--- src/rtl/inst_fetch_pkg.sv ---
// Shared types and constants for the instruction fetch sequencer.
package inst_fetch_pkg;

  typedef enum logic [1:0] {
    ST_IDLE = 2'd0,
    ST_RUN  = 2'd1,
    ST_HALT = 2'd2
  } state_e;

  localparam int unsigned INST_BYTES      = 2;
  localparam logic [3:0]  HALT_OP_DEFAULT = 4'hF;
  localparam int unsigned OPC_MSB         = 15;
  localparam int unsigned OPC_LSB         = 12;

  function automatic logic [3:0] opcode(input logic [15:0] inst);
    return inst[OPC_MSB:OPC_LSB];
  endfunction

endpackage

--- src/rtl/inst_fetch_ctrl_fetch_slot.sv ---
// One-entry valid/ready holding register between fetch and decode.
module fetch_slot #(
  parameter int unsigned ADDR_W = 16
) (
  input  logic              clk,
  input  logic              rst_n,
  input  logic              load,
  input  logic              flush,
  input  logic              ready,
  input  logic [15:0]       din,
  input  logic [ADDR_W-1:0] pc_in,
  output logic              valid,
  output logic [15:0]       dout,
  output logic [ADDR_W-1:0] pc_out
);

  logic              valid_q, valid_d;
  logic [15:0]       data_q, data_d;
  logic [ADDR_W-1:0] pc_q, pc_d;

  always_comb begin
    valid_d = valid_q;
    data_d  = data_q;
    pc_d    = pc_q;
    if (flush) begin
      valid_d = 1'b0;
    end else if (load) begin
      valid_d = 1'b1;
      data_d  = din;
      pc_d    = pc_in;
    end else if (valid_q && ready) begin
      valid_d = 1'b0;
    end
  end

  always_ff @(posedge clk or negedge rst_n) begin
    if (!rst_n) begin
      valid_q <= 1'b0;
      data_q  <= '0;
      pc_q    <= '0;
    end else begin
      valid_q <= valid_d;
      data_q  <= data_d;
      pc_q    <= pc_d;
    end
  end

  assign valid  = valid_q;
  assign dout   = data_q;
  assign pc_out = pc_q;

endmodule

--- src/rtl/inst_fetch_ctrl.sv ---
// Fetch sequencer: program load port, PC/FSM control and memory-port mux.
module inst_fetch_ctrl
  import inst_fetch_pkg::*;
#(
  parameter int unsigned       ADDR_W    = 16,
  parameter int unsigned       MEM_BYTES = 64,
  parameter logic [ADDR_W-1:0] RESET_PC  = '0,
  parameter logic [3:0]        HALT_OP   = HALT_OP_DEFAULT
) (
  input  logic              clk,
  input  logic              rst_n,
  input  logic              start,
  input  logic              load_valid,
  input  logic [7:0]        load_data,
  output logic              load_ready,
  output logic              mem_rw,
  output logic [ADDR_W-1:0] mem_addr,
  output logic [7:0]        mem_wdata,
  input  logic [15:0]       mem_inst,
  output logic              inst_valid,
  output logic [15:0]       inst_out,
  output logic [ADDR_W-1:0] inst_pc,
  input  logic              inst_ready,
  input  logic              redirect_valid,
  input  logic [ADDR_W-1:0] redirect_pc,
  output logic              halted,
  output logic [ADDR_W-1:0] pc
);

  localparam int unsigned       PTR_W     = $clog2(MEM_BYTES);
  localparam logic [ADDR_W-1:0] ADDR_MASK = ADDR_W'(MEM_BYTES - 1);
  localparam logic [ADDR_W-1:0] EVEN_MASK = ADDR_MASK & ~ADDR_W'(1);
  localparam logic [ADDR_W-1:0] STEP      = ADDR_W'(INST_BYTES);

  state_e            state_q, state_d;
  logic [ADDR_W-1:0] pc_q, pc_d;
  logic [PTR_W-1:0]  load_ptr_q, load_ptr_d;
  logic              slot_load, slot_flush, slot_is_halt, load_fire;

  assign load_fire    = load_valid && (state_q != ST_RUN);
  assign slot_is_halt = inst_valid && (opcode(inst_out) == HALT_OP);

  always_ff @(posedge clk or negedge rst_n) begin
    if (!rst_n) begin
      state_q    <= ST_IDLE;
      pc_q       <= RESET_PC;
      load_ptr_q <= '0;
    end else begin
      state_q    <= state_d;
      pc_q       <= pc_d;
      load_ptr_q <= load_ptr_d;
    end
  end

  // A load beat outranks start; redirect outranks both halt and capture.
  always_comb begin
    state_d    = state_q;
    pc_d       = pc_q;
    load_ptr_d = load_ptr_q;
    slot_load  = 1'b0;
    slot_flush = 1'b0;
    case (state_q)
      ST_IDLE, ST_HALT: begin
        if (load_fire) begin
          load_ptr_d = load_ptr_q + PTR_W'(1);
        end else if (start) begin
          state_d    = ST_RUN;
          pc_d       = RESET_PC;
          load_ptr_d = '0;
        end
      end
      ST_RUN: begin
        if (redirect_valid) begin
          pc_d       = redirect_pc & EVEN_MASK;
          slot_flush = 1'b1;
        end else if (slot_is_halt) begin
          if (inst_ready) begin
            slot_flush = 1'b1;
            state_d    = ST_HALT;
          end
        end else if (!inst_valid || inst_ready) begin
          slot_load = 1'b1;
          pc_d      = (pc_q + STEP) & ADDR_MASK;
        end
      end
      default: state_d = ST_IDLE;
    endcase
  end

  always_comb begin
    load_ready = (state_q != ST_RUN);
    halted     = (state_q == ST_HALT);
    mem_rw     = load_fire;
    mem_addr   = load_fire ? ADDR_W'(load_ptr_q) : pc_q;
    mem_wdata  = load_fire ? load_data : '0;
  end

  assign pc = pc_q;

  fetch_slot #(.ADDR_W(ADDR_W)) u_slot (
    .clk    (clk),
    .rst_n  (rst_n),
    .load   (slot_load),
    .flush  (slot_flush),
    .ready  (inst_ready),
    .din    (mem_inst),
    .pc_in  (pc_q),
    .valid  (inst_valid),
    .dout   (inst_out),
    .pc_out (inst_pc)
  );

endmodule

--- config.mk ---
export PLATFORM = sky130hd
export DESIGN_NAME = inst_fetch_ctrl
export DESIGN_NICKNAME = d
export VERILOG_FILES = /design/src/rtl/inst_fetch_pkg.sv /design/src/rtl/inst_fetch_ctrl_fetch_slot.sv /design/src/rtl/inst_fetch_ctrl.sv
export SDC_FILE = /design/constraint.sdc
export NUM_CORES = 1
export LEC_CHECK = 0
export ABC_AREA = 0
export CORE_MARGIN = 2
export CORE_UTILIZATION = 37
export DETAILED_ROUTE_END_ITERATION = 6
export HOLD_SLACK_MARGIN = 0.15
export PLACE_DENSITY = 0.9
export SYNTH_ARGS = -nofsm -noshare
export SYNTH_HDL_FRONTEND = slang
export SYNTH_SLANG_ARGS = --single-unit
--- constraint.sdc ---
create_clock -name clk -period 1.9 [get_ports clk]
set_input_delay 0.285 -clock clk [delete_from_list [all_inputs] [get_ports clk]]
set_output_delay 0.285 -clock clk [all_outputs]
set_load 0.005 [all_outputs]
==> results of run 1 <==
-- final cells by class --
type / count / area [um2] / share of cell area
multi-input combinational: 138 / 962 / 0.323
timing repair buffer: 101 / 945 / 0.317
sequential: 35 / 876 / 0.294
tap: 70 / 87.6 / 0.0294
clock buffer: 7 / 76.3 / 0.0256
inverter: 7 / 28.8 / 0.00966
clock inverter: 1 / 5.00 / 0.00168
-- cell usage after synthesis, types with 2 or more instances --
| cell | instances | area [um2] |
|---|---|---|
| nor3_1 | 2 | 10.0 |
| buf_4 | 33 | 248 |
| buf_6 | 3 | 33.8 |
| clkbuf_1 | 3 | 11.3 |
| inv_1 | 6 | 22.5 |
| mux2i_1 | 3 | 30.0 |
| a21oi_1 | 5 | 25.0 |
| nor2_1 | 4 | 15.0 |
| mux2_2 | 20 | 225 |
| dfrtp_1 | 35 | 876 |
| nand3_1 | 10 | 50.1 |
| ha_1 | 2 | 25.0 |
| mux2_1 | 6 | 67.6 |
| nor3b_1 | 3 | 22.5 |
| a32o_1 | 4 | 40.0 |
| nor2b_1 | 2 | 12.5 |
| nand2_1 | 11 | 41.3 |
| o21ai_0 | 8 | 40.0 |
| and3_1 | 10 | 62.6 |
-- flip-flops by register name, indices dropped and copies added (netlist names) --
register,count
load_ptr_q,6
pc,5
state_q,2
u_slot.dout,16
u_slot.pc_out,5
u_slot.valid,1
-- worst reg2reg max path: stages, from the launching register on --
cell,delay [ps]
dfrtp_1,380
and2b_2,240
inv_4,50
buf_8,120
buf_6,130
buf_4,150
o21ai_4,140
buf_6,120
o311ai_0,140
a32o_2,250
-- power groups by stage --
stage	Sequential [mW]	Clock (mW)	Combinational [mW]
after global routing	1.47	0.572	2.40
after floorplan	1.36	0	0.973
after global placement	1.39	0	2.00
final	1.41	0.520	2.20
after CTS	1.41	0.536	2.11
after detailed placement	1.42	0	2.05
-- routing by layer --
layer | vias up | track usage
met5 | - | 0
met4 | 0 | 0.0714
met3 | 9 | 0.0558
met2 | 83 | 0.289
met1 | 840 | 0.206
li1 | 797 | -
-- kinds of logic (layout without fill, tap and decap cells) --
| logic type | count (synthesis) | after routing |
|---|---|---|
| and+or+nand+nor | 51 | 51 |
| buffers and inverters | 47 | 116 |
| DFF | 35 | 35 |
| muxes | 29 | 29 |
| AOI/OAI and AO/OA | 24 | 24 |
| adders and majority gates | 2 | 2 |
| other | 1 | 32 |
-- timing repair --
item	4_1_cts	5_1_grt
hold buffers	1	0
pin swaps	1	2
endpoints found under the setup margin	16	32
hold endpoints to repair	35	0
gates cloned	0	1
resized for setup	33	19
setup buffers	4	4
-- path summary, 6_finish.rpt --
check,slack (ps),end,from,depth (start not counted)
min in group asynchronous,620,load_ptr_q[4],rst_n,2
hold / removal,490,u_slot.dout[1],u_slot.dout[1],1
max in group asynchronous,780,load_ptr_q[0],rst_n,2
setup reg to reg,60,pc[3],state_q[1],9
setup / recovery,60,pc[3],state_q[1],9
hold reg to reg,490,u_slot.dout[1],u_slot.dout[1],1
==> metrics.cfg, run 1 <==
[cts]
clk_path_buf_depth = 2
clock-sinks = 35
root_buffer = clkbuf_8
clkLatencyLatePin_ps = 290
htreeDepth = 2
numCtsBuffers = 5
clkTransAtPathRegs_ps = 70
cts_tree = yes

[critical_path]
crit_arrival_ps = 2020
critPathBufInv = 5
end_kind = flip-flop
worstPathMaxFanout = 8
crit_required_ps = 2080
cpMaxStageDelayCell = dfrtp_1
crit_chain = and2b_2 > inv_4 > buf_8 > buf_6 > buf_4 > o21ai_4 > buf_6 > o311ai_0 > a32o_2
slowest_delay_ps = 380
crit_family = buffers and inverters
crit_top_cell = buf_6
path_class = flip-flop to flip-flop
start_kind = flip-flop

[yosys]
ys_seq_area_frac = 0.436
synthArstFlopShare = 1.00
ys_types = 38
postSynthCellCount = 189
muxShareOfSynthArea = 0.161
synth_ff_type = dfrtp_1
synth_compound_area_frac = 0.0797
synth_area_per_cell_um2 = 10.6
yosys.area_share.simple = 0.147
synth_warnings = 0
synth-adder-area-share = 0.0124
synth_edf_count = 0
synth_xor_area_frac = 0
ys_ff_latch = 35
synth_top_family_by_area = buffers and inverters
synth.cell_area_mm2 = 0.00201

[hold_path]
hold_class = flip-flop to flip-flop

[timing]
max_slew.worst_pin.slew_ps = 793
setup_tns_ps = 0
rsz0062_at_grt = true
fmax_mhz = 542
fin_crit_ps = 1840
finalWorstSetupSlack_ps = 56.6
final.setup_skew_ps = 4.52
final_hold_viol_count = 0
holdWs_ps = 492
setup_viol = 0
finalCritPeriodShare = 0.970
drv_slew = 0
maxSlewHeadroom = 0.471

[layout]
diodes = 0
area_growth_pct = 48.2
post-route-util = 0.576
instances_no_fill = 359
final_cell_mix = clkdlybuf4s50_1, dfrtp_1, conb_1
drive_gt1_frac = 0.235
layout.cells.most_common = clkdlybuf4s50_1
design_area_mm2 = 0.00298
fillCellCount = 444
fin_nets = 336

[detailed_routing]
routed.top_layer = met4
drc = 0
wl_met3_um = 463
dr_wl_met2_um = 2610
dr.pass1.iters = 4
ant_nets = 0
viasPerCell = 4.82
drt_first_iter_violations = 127
routed_wl_um = 5140
via_count = 1729
wl_met1_um = 1990
routedWlPerCell_um = 14.3

[power_and_ir_drop]
netSwitchingFraction = 0.334
p_comb_frac = 0.532
sequentialPowerShare = 0.342
leakage_nw = 1.42
cellPowerDensity_mw_per_mm2 = 1390
p_clk_frac = 0.126
p_int_mw = 2.75
p_total_mw = 4.13
power.switching_mw = 1.38
peakVddDrop_mv = 0.910

[global_routing]
grt_max_degree = 36
grt_pass1_wl_um = 8340
first_global_vias = 1778
gr-usage-all-layers = 0.174
overflow = 0
grt_antenna_before_repair = 0

[floorplanning]
die_w_um = 77.7
design.core.area_mm2 = 0.00517
rows = 26
pin_count = 122
die_h_um = 77.7
dieArea_mm2 = 0.00604
start_util = 0.389

[run]
drv_cap = 0

[placed_design]
placed_cells = 341
hpwl_um = 3700
placed_area_mm2 = 0.00280
io_buffers = 78
gp_congestion = 0.881
pre_cts_ws_ps = -171

[run_status]
run_status = finished, final reports clean

Power figures use the tool's default switching activity.
==> run 2: changes to the inputs <==
- CAP_MARGIN: unset -> 20
==> results of run 2 <==
Same layout as run 1: the final DEF is identical, and so are final timing and power.
==> run 3: changes to the inputs <==
- CORE_MARGIN: 2 -> unset
- clock period: 1.9 -> 1.8 ns (I/O delays scaled with it)
==> run 3 against run 2 <==
The flow now finishes with violations (setup timing). Count of clock-buffer cells in the layout is 1 lower. Critical endpoint is now mem_addr[2]. Largest cell class is now buffers. Cell count is 1.7% higher. Largest power group unchanged. Clock skew hardly changed.
==> metrics.cfg, run 3 (same netlist as run 1, synthesis figures left out) <==
[cts]
numCtsBuffers = 5  ; unchanged
cts_tree = yes
root_buffer = clkbuf_8
clock-sinks = 35  ; unchanged
clkLatencyLatePin_ps = 290  ; about the same
clkTransAtPathRegs_ps = 70  ; about the same
htreeDepth = 2  ; unchanged
clk_path_buf_depth = 2  ; unchanged

[global_routing]
grt_pass1_wl_um = 8440  ; +1.2%
met2_usage = 0.355  ; +0.0664
use_met1 = 0.229  ; +0.0226
grt_max_degree = 36  ; unchanged
first_global_vias = 1746  ; -1.8%
overflow = 0  ; unchanged
gr-usage-all-layers = 0.202  ; +0.0283
grt_antenna_before_repair = 0  ; unchanged
top_usage_layer = met2
use_met3 = 0.0860  ; +0.0302

[critical_path]
start_kind = flip-flop
crit_arrival_ps = 1620  ; -400 ps
end_kind = output pin
crit_chain = and2b_2 > inv_4 > nand2_4 > buf_4 > mux2_4 > clkbuf_2
cpMaxStageDelayCell = dfrtp_1
slowest_delay_ps = 380  ; about the same
worstPathMaxFanout = 5  ; -3
reg2reg_setup_slack_ps = -70  ; -130 ps
worstSetupStartpoint = state_q[0]
crit_required_ps = 1530  ; -550 ps
r2r-start = state_q[1]
path_class = flip-flop to output pin

[timing]
final_hold_viol_count = 0  ; unchanged
rsz0062_at_grt = true
fin_crit_ps = 1890
finalWorstSetupSlack_ps = -89.6  ; -146 ps
setup_viol = 16  ; +16
drv_slew = 0  ; unchanged
finalCritPeriodShare = 1.05
fmax_mhz = 529
holdWs_ps = 484  ; -8.69 ps
final.setup_skew_ps = 5.01  ; +0.497 ps

[detailed_routing]
routed_wl_um = 5510  ; +7.4%
via_count = 1773  ; +2.5%
ant_nets = 0  ; unchanged
viasPerCell = 4.86  ; +0.86%
routedWlPerCell_um = 15.1  ; +5.6%
drt_first_iter_violations = 80  ; -37%
drc = 0  ; unchanged
dr.pass1.iters = 5  ; +1

[power_and_ir_drop]
cellPowerDensity_mw_per_mm2 = 1470  ; +6.1%
leakage_nw = 1.47  ; +3.9%
p_clk_frac = 0.114  ; -0.012
netSwitchingFraction = 0.333  ; -0.00175
peakVddDrop_mv = 0.867  ; -4.7%
p_total_mw = 4.60  ; +11%
power.switching_mw = 1.53  ; +11%
sequentialPowerShare = 0.326  ; -0.016
p_int_mw = 3.07  ; +12%
p_comb_frac = 0.560  ; +0.028

[layout]
drive_gt1_frac = 0.254  ; +0.0189
fin_nets = 344  ; +2.4%
final_cell_mix = clkdlybuf4s50_1, dfrtp_1, conb_1
largest_reg_flops = 16  ; unchanged
area_growth_pct = 55.6
layout.cells.most_common = clkdlybuf4s50_1
diodes = 0  ; unchanged
post-route-util = 0.605  ; +0.0285

[floorplanning]
die_w_um = 75.7  ; -2.6%
pin_count = 122  ; unchanged
rows = 26  ; unchanged
dieArea_mm2 = 0.00573  ; -5.1%
die_h_um = 75.7  ; -2.6%
design.core.area_mm2 = 0.00517  ; unchanged
start_util = 0.389  ; unchanged

[hold_path]
hp-start = u_slot.dout[1]
hold_class = flip-flop to flip-flop

[placed_design]
gp_congestion = 0.881  ; about the same
hpwl_um = 3630  ; -2.0%
io_buffers = 78  ; unchanged

[run]
drv_cap = 0  ; unchanged

[run_status]
violations = setup timing
run_status = complete, but fails checks

-- run 3: changes by cell type in the layout (fill, tap and decap cells not counted), moves of 3 or more --
cell | before | now
mux2_2 | 16 | 10
dlygate4sd2_1 | 8 | 2
clkbuf_2 | 9 | 1
buf_4 | 16 | 21
mux2_4 | 4 | 13
buf_6 | 3 | 10
clkdlybuf4s15_1 | 0 | 9
mux2_1 | 6 | 3
-- run 3: metrics by stage --
stage	setup TNS, ps	instances	cell area [um2]	setup slack [ps]
global placement	-4480	344	2830	-203
global route	-2200	365	3130	-134
finish	-744	365	3130	-89.6
detailed placement	-4750	344	2830	-204
floorplan	0	220	2130	107
CTS	-786	361	3040	-98.0
-- run 3: layout make-up --
class	instances	area (um2)
multi-input combinational	138	997
tap	70	87.6
sequential	35	876
timing repair buffer	109	1070
fill	430	2040
clock buffer	6	72.6
inverter	7	28.8
-- run 3: per-layer routing --
layer	part of all wire	vias up
met5	0	-
met4	0.0069	0
met3	0.081	5
met2	0.54	90
met1	0.37	869
li1	-	809
-- run 3: worst paths after layout --
kind                                     to  cells after the start
max in group asynchronous    u_slot.dout[0]                      3
min reg2reg                  u_slot.dout[1]                      1
max                             mem_addr[2]                      6
max reg2reg                  u_slot.dout[7]                      8
min in group asynchronous  u_slot.pc_out[5]                      3
min                          u_slot.dout[1]                      1
-- run 3: critical path: cells and delay by family, from the launching register on --
family	cells	cell delay, ps
flops	1	380
buf+inv	3	360
simple gates	2	300
mux	1	300
-- run 3: what timing repair did --
action,in CTS,in global routing
buffers inserted,10,6
gates cloned,2,0
endpoints found under the hold margin,35,0
hold buffers,1,0
pin swaps,1,1
resized for setup,48,29
endpoints found under the setup margin,38,36
-- run 3: power groups by stage --
| stage | sequential [mW] | combinational, mW | clock (mW) |
|---|---|---|---|
| 2_1_floorplan | 1.44 | 1.03 | 0 |
| 3_3_place_gp | 1.47 | 2.11 | 0 |
| 3_5_place_dp | 1.50 | 2.18 | 0 |
| 4_1_cts | 1.48 | 2.44 | 0.536 |
| 5_1_grt | 1.56 | 2.80 | 0.579 |
| 6_report | 1.50 | 2.58 | 0.526 |
